`src/rtl/mem_port_arbiter.sv`:
```
// -----------------------------------------------------------------------------
// mem_port_arbiter
//
// Shares one unified memory port between the instruction-fetch path (i_*) and
// the load/store path (d_*). Each requester uses a level request held until a
// one-cycle done pulse. The memory side uses a valid/ready handshake
// (mem_req held until mem_ready). Data accesses win arbitration over fetch,
// but after D_STREAK_MAX back-to-back data grants with a fetch waiting, the
// fetch is granted so it cannot starve.
//
// Access timeline with zero wait states: request seen in IDLE at cycle N,
// mem_req at N+1, done at N+2, back in IDLE at N+3.
//
// Ports:
//   clk        clock, rising edge
//   reset      asynchronous active-low reset
//   i_req      fetch request (level)         i_addr   fetch address
//   i_done     fetch complete pulse          i_rdata  fetched word (held)
//   d_req      data request (level)          d_we     1 = store, 0 = load
//   d_addr     data address                  d_wdata  store data
//   d_done     data complete pulse           d_rdata  load data (held)
//   mem_req    memory request                mem_we   memory write enable
//   mem_addr   memory address                mem_wdata memory write data
//   mem_ready  memory completes access       mem_rdata memory read data
//   stall      combinational hold for PC / pipeline state
//   err        timeout flag, pulses with done
//
// Optional feature macro: MEM_TIMEOUT_EN
//   Defined:   an ACC cycle counter forces completion after TIMEOUT_CYC cycles
//              without mem_ready; done and err pulse together, rdata reads 0.
//   Undefined: accesses wait indefinitely and err is tied to 0.
// -----------------------------------------------------------------------------
module mem_port_arbiter #(
    parameter int ADDR_W       = 32,
    parameter int DATA_W       = 32,
    parameter int D_STREAK_MAX = 4,
    parameter int TIMEOUT_CYC  = 16
) (
    input  logic              clk,
    input  logic              reset,
    input  logic              i_req,
    input  logic [ADDR_W-1:0] i_addr,
    output logic              i_done,
    output logic [DATA_W-1:0] i_rdata,
    input  logic              d_req,
    input  logic              d_we,
    input  logic [ADDR_W-1:0] d_addr,
    input  logic [DATA_W-1:0] d_wdata,
    output logic              d_done,
    output logic [DATA_W-1:0] d_rdata,
    output logic              mem_req,
    output logic              mem_we,
    output logic [ADDR_W-1:0] mem_addr,
    output logic [DATA_W-1:0] mem_wdata,
    input  logic              mem_ready,
    input  logic [DATA_W-1:0] mem_rdata,
    output logic              stall,
    output logic              err
);

    localparam int STREAK_W = (D_STREAK_MAX < 1) ? 1 : $clog2(D_STREAK_MAX + 1);
    localparam logic [STREAK_W-1:0] STREAK_LIMIT = STREAK_W'(D_STREAK_MAX);
    localparam logic [STREAK_W-1:0] STREAK_ONE   = STREAK_W'(1);
    localparam logic [STREAK_W-1:0] STREAK_ZERO  = STREAK_W'(0);

    typedef enum logic [1:0] {
        IDLE  = 2'd0,
        ACC_I = 2'd1,
        ACC_D = 2'd2,
        RESP  = 2'd3
    } state_t;

    state_t              state_r,     state_nx_s;
    logic [STREAK_W-1:0] streak_r,    streak_nx_s;
    logic                mem_req_r,   mem_req_nx_s;
    logic                mem_we_r,    mem_we_nx_s;
    logic [ADDR_W-1:0]   mem_addr_r,  mem_addr_nx_s;
    logic [DATA_W-1:0]   mem_wdata_r, mem_wdata_nx_s;
    logic                i_done_r,    i_done_nx_s;
    logic                d_done_r,    d_done_nx_s;
    logic [DATA_W-1:0]   i_rdata_r,   i_rdata_nx_s;
    logic [DATA_W-1:0]   d_rdata_r,   d_rdata_nx_s;

    logic grant_d_s;
    logic grant_i_s;

`ifdef MEM_TIMEOUT_EN
    localparam int TIMER_W = (TIMEOUT_CYC < 2) ? 1 : $clog2(TIMEOUT_CYC + 1);
    localparam logic [TIMER_W-1:0] TIMER_LAST = TIMER_W'(TIMEOUT_CYC - 1);
    localparam logic [TIMER_W-1:0] TIMER_ONE  = TIMER_W'(1);
    localparam logic [TIMER_W-1:0] TIMER_ZERO = TIMER_W'(0);

    logic [TIMER_W-1:0] timer_r, timer_nx_s;
    logic               err_r,   err_nx_s;
    logic               timeout_s;
`endif

    // Arbitration: data wins unless it has used up its streak while fetch waits.
    always_comb begin
        grant_d_s = 1'b0;
        grant_i_s = 1'b0;
        if (d_req && (!i_req || (streak_r < STREAK_LIMIT))) begin
            grant_d_s = 1'b1;
        end else if (i_req) begin
            grant_i_s = 1'b1;
        end else begin
            grant_d_s = 1'b0;
            grant_i_s = 1'b0;
        end
    end

`ifdef MEM_TIMEOUT_EN
    // Timeout counter: counts ACC cycles, zero whenever the FSM is outside ACC
    // so it restarts on every ACC entry.
    always_comb begin
        timer_nx_s = TIMER_ZERO;
        timeout_s  = 1'b0;
        if ((state_r == ACC_I) || (state_r == ACC_D)) begin
            timer_nx_s = timer_r + TIMER_ONE;
            timeout_s  = (timer_r == TIMER_LAST);
        end else begin
            timer_nx_s = TIMER_ZERO;
            timeout_s  = 1'b0;
        end
    end
`endif

    // Access FSM next state and next values of every registered output.
    always_comb begin
        state_nx_s     = state_r;
        streak_nx_s    = streak_r;
        mem_req_nx_s   = mem_req_r;
        mem_we_nx_s    = mem_we_r;
        mem_addr_nx_s  = mem_addr_r;
        mem_wdata_nx_s = mem_wdata_r;
        i_done_nx_s    = 1'b0;
        d_done_nx_s    = 1'b0;
        i_rdata_nx_s   = i_rdata_r;
        d_rdata_nx_s   = d_rdata_r;
`ifdef MEM_TIMEOUT_EN
        err_nx_s       = 1'b0;
`endif
        case (state_r)
            IDLE: begin
                if (grant_d_s) begin
                    state_nx_s     = ACC_D;
                    mem_req_nx_s   = 1'b1;
                    mem_we_nx_s    = d_we;
                    mem_addr_nx_s  = d_addr;
                    mem_wdata_nx_s = d_wdata;
                    // Streak only grows while a fetch is actually being held off.
                    if (i_req) begin
                        if (streak_r == STREAK_LIMIT) begin
                            streak_nx_s = streak_r;
                        end else begin
                            streak_nx_s = streak_r + STREAK_ONE;
                        end
                    end else begin
                        streak_nx_s = STREAK_ZERO;
                    end
                end else if (grant_i_s) begin
                    state_nx_s    = ACC_I;
                    mem_req_nx_s  = 1'b1;
                    mem_we_nx_s   = 1'b0;
                    mem_addr_nx_s = i_addr;
                    streak_nx_s   = STREAK_ZERO;
                end else begin
                    state_nx_s = IDLE;
                end
            end
            ACC_I, ACC_D: begin
                if (mem_ready) begin
                    state_nx_s   = RESP;
                    mem_req_nx_s = 1'b0;
                    if (state_r == ACC_D) begin
                        d_done_nx_s = 1'b1;
                        // Stores leave the last load value in place.
                        if (!mem_we_r) begin
                            d_rdata_nx_s = mem_rdata;
                        end else begin
                            d_rdata_nx_s = d_rdata_r;
                        end
                    end else begin
                        i_done_nx_s  = 1'b1;
                        i_rdata_nx_s = mem_rdata;
                    end
                end
`ifdef MEM_TIMEOUT_EN
                else if (timeout_s) begin
                    state_nx_s   = RESP;
                    mem_req_nx_s = 1'b0;
                    err_nx_s     = 1'b1;
                    if (state_r == ACC_D) begin
                        d_done_nx_s  = 1'b1;
                        d_rdata_nx_s = {DATA_W{1'b0}};
                    end else begin
                        i_done_nx_s  = 1'b1;
                        i_rdata_nx_s = {DATA_W{1'b0}};
                    end
                end
`endif
                else begin
                    state_nx_s = state_r;
                end
            end
            RESP: begin
                state_nx_s = IDLE;
            end
            default: begin
                state_nx_s   = IDLE;
                mem_req_nx_s = 1'b0;
            end
        endcase
    end

    // State and output registers; reset clears any outstanding access at once.
    always_ff @(posedge clk or negedge reset) begin
        if (!reset) begin
            state_r     <= IDLE;
            streak_r    <= STREAK_ZERO;
            mem_req_r   <= 1'b0;
            mem_we_r    <= 1'b0;
            mem_addr_r  <= {ADDR_W{1'b0}};
            mem_wdata_r <= {DATA_W{1'b0}};
            i_done_r    <= 1'b0;
            d_done_r    <= 1'b0;
            i_rdata_r   <= {DATA_W{1'b0}};
            d_rdata_r   <= {DATA_W{1'b0}};
        end else begin
            state_r     <= state_nx_s;
            streak_r    <= streak_nx_s;
            mem_req_r   <= mem_req_nx_s;
            mem_we_r    <= mem_we_nx_s;
            mem_addr_r  <= mem_addr_nx_s;
            mem_wdata_r <= mem_wdata_nx_s;
            i_done_r    <= i_done_nx_s;
            d_done_r    <= d_done_nx_s;
            i_rdata_r   <= i_rdata_nx_s;
            d_rdata_r   <= d_rdata_nx_s;
        end
    end

`ifdef MEM_TIMEOUT_EN
    // Timeout counter and error flag registers.
    always_ff @(posedge clk or negedge reset) begin
        if (!reset) begin
            timer_r <= TIMER_ZERO;
            err_r   <= 1'b0;
        end else begin
            timer_r <= timer_nx_s;
            err_r   <= err_nx_s;
        end
    end

    assign err = err_r;
`else
    assign err = 1'b0;
`endif

    assign mem_req   = mem_req_r;
    assign mem_we    = mem_we_r;
    assign mem_addr  = mem_addr_r;
    assign mem_wdata = mem_wdata_r;
    assign i_done    = i_done_r;
    assign d_done    = d_done_r;
    assign i_rdata   = i_rdata_r;
    assign d_rdata   = d_rdata_r;

    // The stall drops in the done cycle so the pipeline advances with the data.
    assign stall = (i_req & ~i_done_r) | (d_req & ~d_done_r);

endmodule

```
`config.mk`:
```
export PLATFORM = sky130hd
export DESIGN_NAME = mem_port_arbiter
export DESIGN_NICKNAME = d
export VERILOG_FILES = /design/src/rtl/mem_port_arbiter.sv
export SDC_FILE = /design/constraint.sdc
export NUM_CORES = 1
export LEC_CHECK = 0
export ABC_AREA = 1
export ABC_CLOCK_PERIOD_IN_PS = 1900
export CAP_MARGIN = 0
export CORE_ASPECT_RATIO = 0.8
export CORE_MARGIN = 8
export CORE_UTILIZATION = 42
export CTS_CLUSTER_DIAMETER = 120
export CTS_CLUSTER_SIZE = 28
export DETAILED_ROUTE_END_ITERATION = 16
export GPL_TIMING_DRIVEN = 0
export PLACE_DENSITY = 0.89
export SLEW_MARGIN = 10
export SYNTH_ARGS = -nofsm -noshare
export SYNTH_HDL_FRONTEND = slang
export SYNTH_SLANG_ARGS = --single-unit
```
`constraint.sdc`:
```
create_clock -name clk -period 1.9 [get_ports clk]
set_input_delay 0.19 -clock clk [delete_from_list [all_inputs] [get_ports clk]]
set_output_delay 0.19 -clock clk [all_outputs]
set_load 0.01 [all_outputs]
```
==> results of run 1 <==
-- final timing paths --
kind                                 start      endpoint  slack (ps)  cells after the start
worst min register to register     mem_req       mem_req         470                      2
worst min-delay path                 i_req   streak_r[2]         190                      3
max in group asynchronous            reset  mem_wdata[5]         770                      3
worst max register to register  state_r[0]   i_rdata[23]         140                      9
worst max-delay path                 d_req         stall          60                      5
min in group asynchronous            reset   d_rdata[24]         350                      2
-- cell type report --
type / instances / area share [%]
plain buffers: 37 / 2.39
clock buffers: 22 / 4.99
clock inverters: 10 / 1.73
inverters: 78 / 3.08
multi-input cells: 428 / 20.9
flip-flops and latches: 137 / 36.1
well taps: 184 / 2.42
repair buffers: 267 / 28.3
-- sequential cells by signal, summed over array words and instances (netlist names) --
signal and count:
i_rdata 32, d_done 1, d_rdata 32, state_r 2, streak_r 3, mem_we 1
mem_wdata 32, i_done 1, mem_addr 32, mem_req 1
-- cell families (layout without fill, tap and decap cells) --
| logic type | count (synthesis) | in the layout | synth area share [%] |
|---|---|---|---|
| AO/OA/AOI/OAI | 73 | 73 | 6.37 |
| buffers and inverters | 115 | 414 | 8.67 |
| flip-flops | 137 | 137 | 57.8 |
| other | 1 | 1 | 0.0632 |
| adder cells (fa/ha/maj) | 6 | 6 | 1.27 |
| AND/OR/NAND/NOR | 348 | 348 | 25.8 |
-- cell usage after synthesis --
cell,count,area share [%]
a21oi_1,3,0.25
buf_2,19,1.6
buf_4,6,0.76
buf_6,3,0.57
buf_8,1,0.25
clkbuf_1,6,0.38
clkbuf_2,2,0.17
conb_1,1,0.063
dfrtp_1,137,58
ha_1,6,1.3
inv_1,76,4.8
inv_2,2,0.13
nand2_1,270,17
nand2_2,2,0.21
nand2_4,1,0.19
nand3_1,29,2.4
nand3_2,5,0.84
nand3_4,1,0.30
nand3b_1,32,4.1
nand4_1,1,0.11
nor2_1,6,0.38
nor2_4,1,0.19
o21ai_0,59,5.0
o21ai_1,9,0.76
o21ai_4,1,0.27
o22ai_1,1,0.11
-- cell usage in the layout, fill, tap and decap left out, types with 2 or more instances in the layout --
cell             synthesis  final
nand2_1                270    270
clkbuf_1                 6      8
inv_1                   76     76
nand2_2                  2      2
o21ai_0                 59     58
clkbuf_16                0     17
buf_6                    3      4
inv_6                    0      2
buf_2                   19     17
a21oi_1                  3      3
nand3b_1                32     32
bufinv_16                0      4
clkinv_2                 0      2
dfrtp_1                137    136
nand3_1                 29     29
clkdlybuf4s50_1          0    264
nand3_2                  5      5
buf_4                    6      7
inv_2                    2      2
o21ai_1                  9     10
nor2_1                   6      6
ha_1                     6      6
clkbuf_8                 0      3
clkbuf_2                 2      2
-- what timing repair did --
item,in CTS,in global routing
hold buffers,1,0
resized for setup,1,3
setup endpoints to repair,1,5
pin swaps,0,0
hold endpoints to repair,68,0
-- stage by stage --
stage                     worst slack (ps)  hold slack (ps)  cell area [um^2]  setup TNS [ps]
after floorplan                        427             -106              5930               0
after global placement               -4840              458              8810         -661920
after detailed placement             -34.5              240              8840           -34.5
after CTS                             52.7              193              9490               0
after global routing                 -12.7              225              9500           -34.2
final                                 57.5              195              9500               0
-- power breakdown --
part	internal (mW)	switching [mW]
clock	2.31	1.25
sequential	4.32	0.770
combinational	3.50	3.33
-- layer usage --
layer,GRT usage (%),vias to the layer above,routed length (um)
met4,8.18,0,446
met3,8.81,29,2170
met5,0,-,0
met2,33.6,204,8880
li1,-,2671,-
met1,23.0,2649,7410
-- worst max-delay path, delay by kind of cell --
kind / cells / cell delay, ps
buffers and inverters: 4 / 1330
AO/OA/AOI/OAI: 1 / 120
==> impl_metrics.json, run 1 <==
{
  "postCtsSetupRepairBufs": 0,
  "overflow": 0,
  "area_delta_synth_final_pct": 60.1,
  "ant_nets": 0,
  "final_util_pct": 67.6,
  "cpMostUsedCell": "clkdlybuf4s50_1",
  "seqCellArea_um2": 3430,
  "cts-root-buf": "clkbuf_16",
  "crit_chain": "clkdlybuf4s50_1 > buf_4 > inv_1 > o22ai_1 > clkdlybuf4s50_1",
  "slowest_stage": "clkdlybuf4s50_1",
  "cp-end-kind": "output port",
  "cts_sinks": 137,
  "core_um2": 14100,
  "syn_area_per_cell_um2": 8.72,
  "synth_cell_type_count": 26,
  "portBuffers": 265,
  "vias": 5553,
  "final-hold-violation-count": 0,
  "dpl.hpwl_um": 14000,
  "worst_pin_slew_ps": 645,
  "hold_path_class": "input port to flop",
  "finalCritPeriodShare_pct": 97.0,
  "drtIter0Drc": 320,
  "grt_pass1_wl_um": 29300,
  "ys_warn_count": 0,
  "grt_use_total_pct": 20.3,
  "rsz0062_at_grt": "true",
  "rows": 39,
  "synth-seq-area-share_pct": 57.8,
  "skew_ps": 9.59,
  "dp.cells": 1130,
  "finalMaxSlewViolations": 0,
  "criticalPathCategory": "input port to output port",
  "grt_max_degree": 70,
  "drt_pass1_iterations": 5,
  "synth_area_um2": 5930,
  "status": "finished clean",
  "multi_input_area_um2": 1990,
  "syn-instance-count": 680,
  "die_area_um2": 18200,
  "htree_levels": 4,
  "via_per_inst": 4.77,
  "power.total_mw": 15.5,
  "finalSetupViolCount": 0,
  "final_nets": 1106,
  "routed_wl_um": 18900,
  "cp.required_ps": 1710,
  "stdcell_count": 1163,
  "synth-seq-cells": 137,
  "antenna_found_initial": 0,
  "timing.slew.headroom_pct": 57.0,
  "fin_crit_ps": 1840,
  "path_clk_slew_ps": 50,
  "drcViolationCount": 0,
  "fillers": 1062,
  "insertion_delay_ps": 410,
  "critPathArrivalTime_ps": 1650,
  "antenna_cells_inserted": 0,
  "dieHeight_um": 122,
  "syn-num-nets": 820,
  "start_util_pct": 42.2,
  "grt_pass1_vias": 5790,
  "die_w_um": 149,
  "p_per_area_nw_per_um2": 1630,
  "clockBufferDepth": 2,
  "ir_drop_v": 0.00118,
  "cts_tree": "yes",
  "critPathMaxFanout": 10,
  "p_leak_nw": 4.66,
  "max_freq_mhz": 543,
  "drive_gt1_share_pct": 7.87,
  "io-pin-count": 268,
  "routedWlPerCell_um": 16.3,
  "cap_violations": 0,
  "cp-start-kind": "input port",
  "routabilityCongestion": 0.816,
  "max_stage_delay_ps": 580,
  "cts_inserted_buffers": 17
}
Note: power is estimated with default switching activity, not from simulation.
==> inputs of run 2 (changes only) <==
--- a/config.mk
+++ b/config.mk
@@ -6,16 +6,16 @@
 export NUM_CORES = 1
 export LEC_CHECK = 0
 export ABC_AREA = 1
-export ABC_CLOCK_PERIOD_IN_PS = 1900
+export ABC_CLOCK_PERIOD_IN_PS = 2300
 export CAP_MARGIN = 0
 export CORE_ASPECT_RATIO = 0.8
 export CORE_MARGIN = 8
-export CORE_UTILIZATION = 42
+export CORE_UTILIZATION = 45
 export CTS_CLUSTER_DIAMETER = 120
 export CTS_CLUSTER_SIZE = 28
 export DETAILED_ROUTE_END_ITERATION = 16
 export GPL_TIMING_DRIVEN = 0
-export PLACE_DENSITY = 0.89
+export PLACE_DENSITY = 0.94
 export SLEW_MARGIN = 10
 export SYNTH_ARGS = -nofsm -noshare
 export SYNTH_HDL_FRONTEND = slang
==> constraint.sdc (replaced) <==
create_clock -name clk -period 2.3 [get_ports clk]
set_input_delay 0.23 -clock clk [delete_from_list [all_inputs] [get_ports clk]]
set_output_delay 0.23 -clock clk [all_outputs]
set_load 0.01 [all_outputs]
==> run 2 against run 1 <==
  * Worst hold slack better by 25 ps
  * Sequential cell count unchanged
  * Clock power fell by 21%
  * Largest power group unchanged
  * Final area down 0.42%
  * Final cell count shrank 0.77%
  * Largest cell class unchanged
==> impl_metrics.json, run 2 (same netlist as run 1, synthesis figures left out) <==
{
  "status": "finished clean",
  "dpl.hpwl_um": 15000,
  "routed_wl_um": 19900,
  "setup_ws_ps": 230,
  "cts_resized": 0,
  "use_met1_pct": 27.4,
  "insertion_delay_ps": 410,
  "timing.slew.headroom_pct": 57.1,
  "grt_pass1_wl_um": 31500,
  "area_delta_synth_final_pct": 59.5,
  "via_per_inst": 4.87,
  "cts_sinks": 137,
  "drive_gt1_share_pct": 7.97,
  "die_w_um": 144,
  "grt_max_degree": 71,
  "gr-usage-met2_pct": 38.7,
  "drtIter0Drc": 334,
  "cts_inserted_buffers": 17,
  "holdPathStages": 3,
  "vias": 5621,
  "cp-end-kind": "output port",
  "mostFrequentLayoutCell": "nand2_1",
  "cap_violations": 0,
  "hold_end": "streak_r[2]",
  "dp.cells": 1121,
  "rsz0062_at_grt": "false",
  "final-hold-violation-count": 0,
  "clockBufferDepth": 2,
  "antenna_cells_inserted": 0,
  "htree_levels": 4,
  "routabilityCongestion": 0.872,
  "stdcell_count": 1154,
  "hold_path_class": "input port to flop",
  "overflow": 0,
  "critPathMaxFanout": 10,
  "worst_pin_slew_ps": 643,
  "fin_tns_setup_ps": 0,
  "final_nets": 1106,
  "grt-busiest-layer": "met2",
  "antenna_found_initial": 0,
  "hold_path.startpoint": "i_req",
  "dieHeight_um": 119,
  "path_clk_slew_ps": 60,
  "die_area_um2": 17100,
  "fin_crit_ps": 2070,
  "timing.rr.end": "i_rdata[18]",
  "reg2reg_depth": 9,
  "p_leak_nw": 4.64,
  "finalCritPeriodShare_pct": 90.0,
  "skew_ps": 12.2,
  "postCtsSetupRepairBufs": 0,
  "grt_use_total_pct": 23.4,
  "reg2reg_slack_ps": 580,
  "max_freq_mhz": 483,
  "grtUsageMet3_pct": 9.13,
  "critPathArrivalTime_ps": 1840,
  "cts-root-buf": "clkbuf_16",
  "criticalPathCategory": "input port to output port",
  "cp.required_ps": 2070,
  "post-place-ws_ps": 244,
  "p_per_area_nw_per_um2": 1350,
  "portBuffers": 265,
  "grt_pass1_vias": 5938,
  "routedWlPerCell_um": 17.3,
  "final_cell_mix": "nand2_1, clkdlybuf4s50_1, dfrtp_1",
  "core_um2": 12900,
  "drt_pass1_iterations": 5,
  "finalMaxSlewViolations": 0,
  "ant_nets": 0,
  "cp-start-kind": "input port",
  "io-pin-count": 268,
  "start_util_pct": 46.1,
  "finalSetupViolCount": 0,
  "drcViolationCount": 0,
  "ir_drop_v": 0.000909,
  "cts_tree": "yes",
  "rows": 37,
  "r2r-start": "state_r[0]"
}
## run 2: cell types whose count changed in the layout (fill, tap and decap cells not counted), moves of 2 or more
| cell | change |
|---|---|
| clkbuf_8 | -3 |
| buf_2 | +2 |
| clkbuf_1 | -2 |
| clkinv_4 | +2 |
| clkinvlp_4 | +2 |
| inv_6 | +2 |
## run 2: how the worst max path moves through the flow
stage | startpoint | to | slack, ps | cells past startpoint
2_1_floorplan | state_r[1] | i_rdata[22] | 830 | 9
3_3_place_gp | reset | mem_wdata[22] | -4380 | 1
3_5_place_dp | d_req | stall | 240 | 5
4_1_cts | d_req | stall | 240 | 5
5_1_grt | d_req | stall | 160 | 5
6_report | d_req | stall | 230 | 5
## run 2: report_power, final
part / switching (mW) / leakage, nW / internal (mW)
Sequential: 0.656 / 1.70 / 3.56
Clock: 1.09 / 0.293 / 1.73
Combinational: 2.81 / 2.64 / 2.88
Total: 4.56 / 4.64 / 8.18
## run 2: metal layers
layer  vias to the layer above  routed length (um)
met4                         0                 327
met2                       221                9690
li1                       2674                   -
met1                      2704                7990
met3                        22                1930
met5                         -                   0
## run 2: timing repair
action,CTS,global route
endpoints found under the setup margin,0,0
hold buffers,1,0
hold endpoints to repair,67,0
## run 2: stage by stage
stage	hold WS, ps	util (%)	total power, mW	area [um^2]
after global routing	251	73.5	13.6	9460
after floorplan	-65.6	-	6.59	5930
after detailed placement	271	68.6	9.94	8830
final	220	73.5	12.7	9460
after global placement	458	68.4	9.70	8800
after CTS	205	73.5	12.9	9460
## run 2: layout make-up
cell class	instances	area, um^2
repair buffers	267	2690
well taps	175	219
fillers	910	3410
inverters	78	293
clock inverters	15	190
plain buffers	37	221
flip-flops and latches	137	3430
multi-input cells	428	1990
clock buffers	17	425
## run 2: critical path, cell delays in order
cell and delay (ps):
clkdlybuf4s50_1 470, buf_2 270, inv_1 100, o22ai_1 180
clkdlybuf4s50_1 580
==> inputs of run 3 (changes only) <==
--- a/config.mk
+++ b/config.mk
@@ -12,9 +12,8 @@
 export CORE_MARGIN = 8
 export CORE_UTILIZATION = 45
 export CTS_CLUSTER_DIAMETER = 120
-export CTS_CLUSTER_SIZE = 28
+export CTS_CLUSTER_SIZE = 30
 export DETAILED_ROUTE_END_ITERATION = 16
-export GPL_TIMING_DRIVEN = 0
 export PLACE_DENSITY = 0.94
 export SLEW_MARGIN = 10
 export SYNTH_ARGS = -nofsm -noshare
==> run 3 against run 2 <==
  * Final cell count shrank 2.0%
  * Via count fell by 2.3%
  * Non-clock buffer count shrank 23
  * Sequential share of layout area rose by 0.51 points
  * Combinational power down 2%
  * Largest cell class unchanged
  * Die area unchanged
==> impl_metrics.json, run 3 (same netlist as run 1, synthesis figures left out) <==
{
  "grt_max_degree": 66,
  "r2r-start": "state_r[0]",
  "final-hold-violation-count": 0,
  "dieHeight_um": 119,
  "rows": 37,
  "worst_pin_slew_ps": 558,
  "ant_nets": 0,
  "drcViolationCount": 0,
  "post-route-cell-area_um2": 9320,
  "criticalPathCategory": "input port to output port",
  "final_cell_mix": "nand2_1, clkdlybuf4s50_1, dfrtp_1",
  "fin_tns_setup_ps": 0,
  "reg2reg_depth": 6,
  "die_area_um2": 17100,
  "dpl_cell_area_um2": 8760,
  "timing.rr.end": "mem_wdata[21]",
  "critPathArrivalTime_ps": 1760,
  "max_freq_mhz": 503,
  "cts_sinks": 137,
  "path_clk_slew_ps": 60,
  "mostFrequentLayoutCell": "nand2_1",
  "status": "finished clean",
  "finalMaxSlewViolations": 0,
  "reg2reg_slack_ps": 590,
  "cap_violations": 0,
  "antenna_cells_inserted": 0,
  "drive_gt1_share_pct": 6.17,
  "setup_ws_ps": 312,
  "cp-end-kind": "output port",
  "postCtsSetupRepairBufs": 0,
  "critPathMaxFanout": 6,
  "cp.required_ps": 2070,
  "drt_pass1_iterations": 6,
  "final_util_pct": 72.4,
  "grt_pass1_vias": 5732,
  "portBuffers": 266,
  "ir_drop_v": 0.000788,
  "grt_use_total_pct": 22.3,
  "rsz0062_at_grt": "false",
  "post-place-ws_ps": 320,
  "p_per_area_nw_per_um2": 1320,
  "routabilityCongestion": 0.928,
  "io-pin-count": 268,
  "routed_wl_um": 19300,
  "p_leak_nw": 4.55,
  "finalCritPeriodShare_pct": 86.4,
  "vias": 5494,
  "area_delta_synth_final_pct": 57.2,
  "finalSetupViolCount": 0,
  "stdcell_count": 1131,
  "start_util_pct": 46.1,
  "cp-start-kind": "input port",
  "cts_inserted_buffers": 17,
  "grt_pass1_wl_um": 30100,
  "final_nets": 1083,
  "htree_levels": 4,
  "overflow": 0,
  "insertion_delay_ps": 410,
  "drtIter0Drc": 402,
  "cts-root-buf": "clkbuf_16",
  "hold_path_class": "input port to asynchronous set/reset pin",
  "fin_crit_ps": 1990,
  "core_um2": 12900,
  "dp.cells": 1098,
  "antenna_found_initial": 1,
  "die_w_um": 144,
  "clockBufferDepth": 2,
  "timing.slew.headroom_pct": 62.7,
  "via_per_inst": 4.86,
  "skew_ps": 15.3,
  "routedWlPerCell_um": 17.0,
  "cts_tree": "yes",
  "dpl.hpwl_um": 14400
}
run 3: changes by cell type in the layout (fill, tap and decap cells not counted), sizes merged:
cell,delta
buf,-16
clkbuf,-6
clkinvlp,+3
bufinv,-2
inv,-2
clkdlybuf4s50,+1
clkinv,-1
run 3: repair_timing:
item	4_1_cts	5_1_grt
hold buffers	1	0
endpoints found under the hold margin	36	0
gates resized for setup	0	0
run 3: report_power, final:
group | internal (mW) | switching (mW) | leakage, nW
clock network | 1.49 | 1.05 | 0.252
logic | 2.86 | 2.73 | 2.59
registers | 3.57 | 0.654 | 1.70
total | 7.92 | 4.43 | 4.55
run 3: layout make-up:
class,instances,area (um^2)
sequential,137,3430
fill,923,3550
multi-input combinational,428,1990
clock inverter,13,120
inverter,78,293
tap,175,219
timing repair buffer,281,2840
clock buffer,19,433
run 3: routing by layer:
metal / vias up / GRT usage [%] / share of wire, %
met5: - / 0 / 0.068
met2: 246 / 38.2 / 50
met4: 2 / 7.20 / 1.4
met3: 22 / 8.73 / 11
met1: 2607 / 24.9 / 37
li1: 2617 / - / -
run 3: worst max path at each step:
| stage | depth (start not counted) | to | slack, ps | start |
|---|---|---|---|---|
| after floorplan | 9 | i_rdata[22] | 830 | state_r[1] |
| after global placement | 4 | stall | 380 | i_req |
| after detailed placement | 4 | stall | 320 | i_req |
| after CTS | 4 | stall | 320 | i_req |
| after global routing | 4 | stall | 270 | d_req |
| final | 4 | stall | 310 | i_req |
run 3: worst max-delay path: stages:
cell,delay [ps]
clkdlybuf4s50_1,670
inv_1,120
o22ai_1,170
clkdlybuf4s50_1,570
run 3: per-stage QoR:
step,power [mW],hold slack (ps)
after floorplan,6.59,-65.6
after global placement,9.60,160
after detailed placement,9.86,167
after CTS,12.5,303
after global routing,13.2,314
final,12.4,297
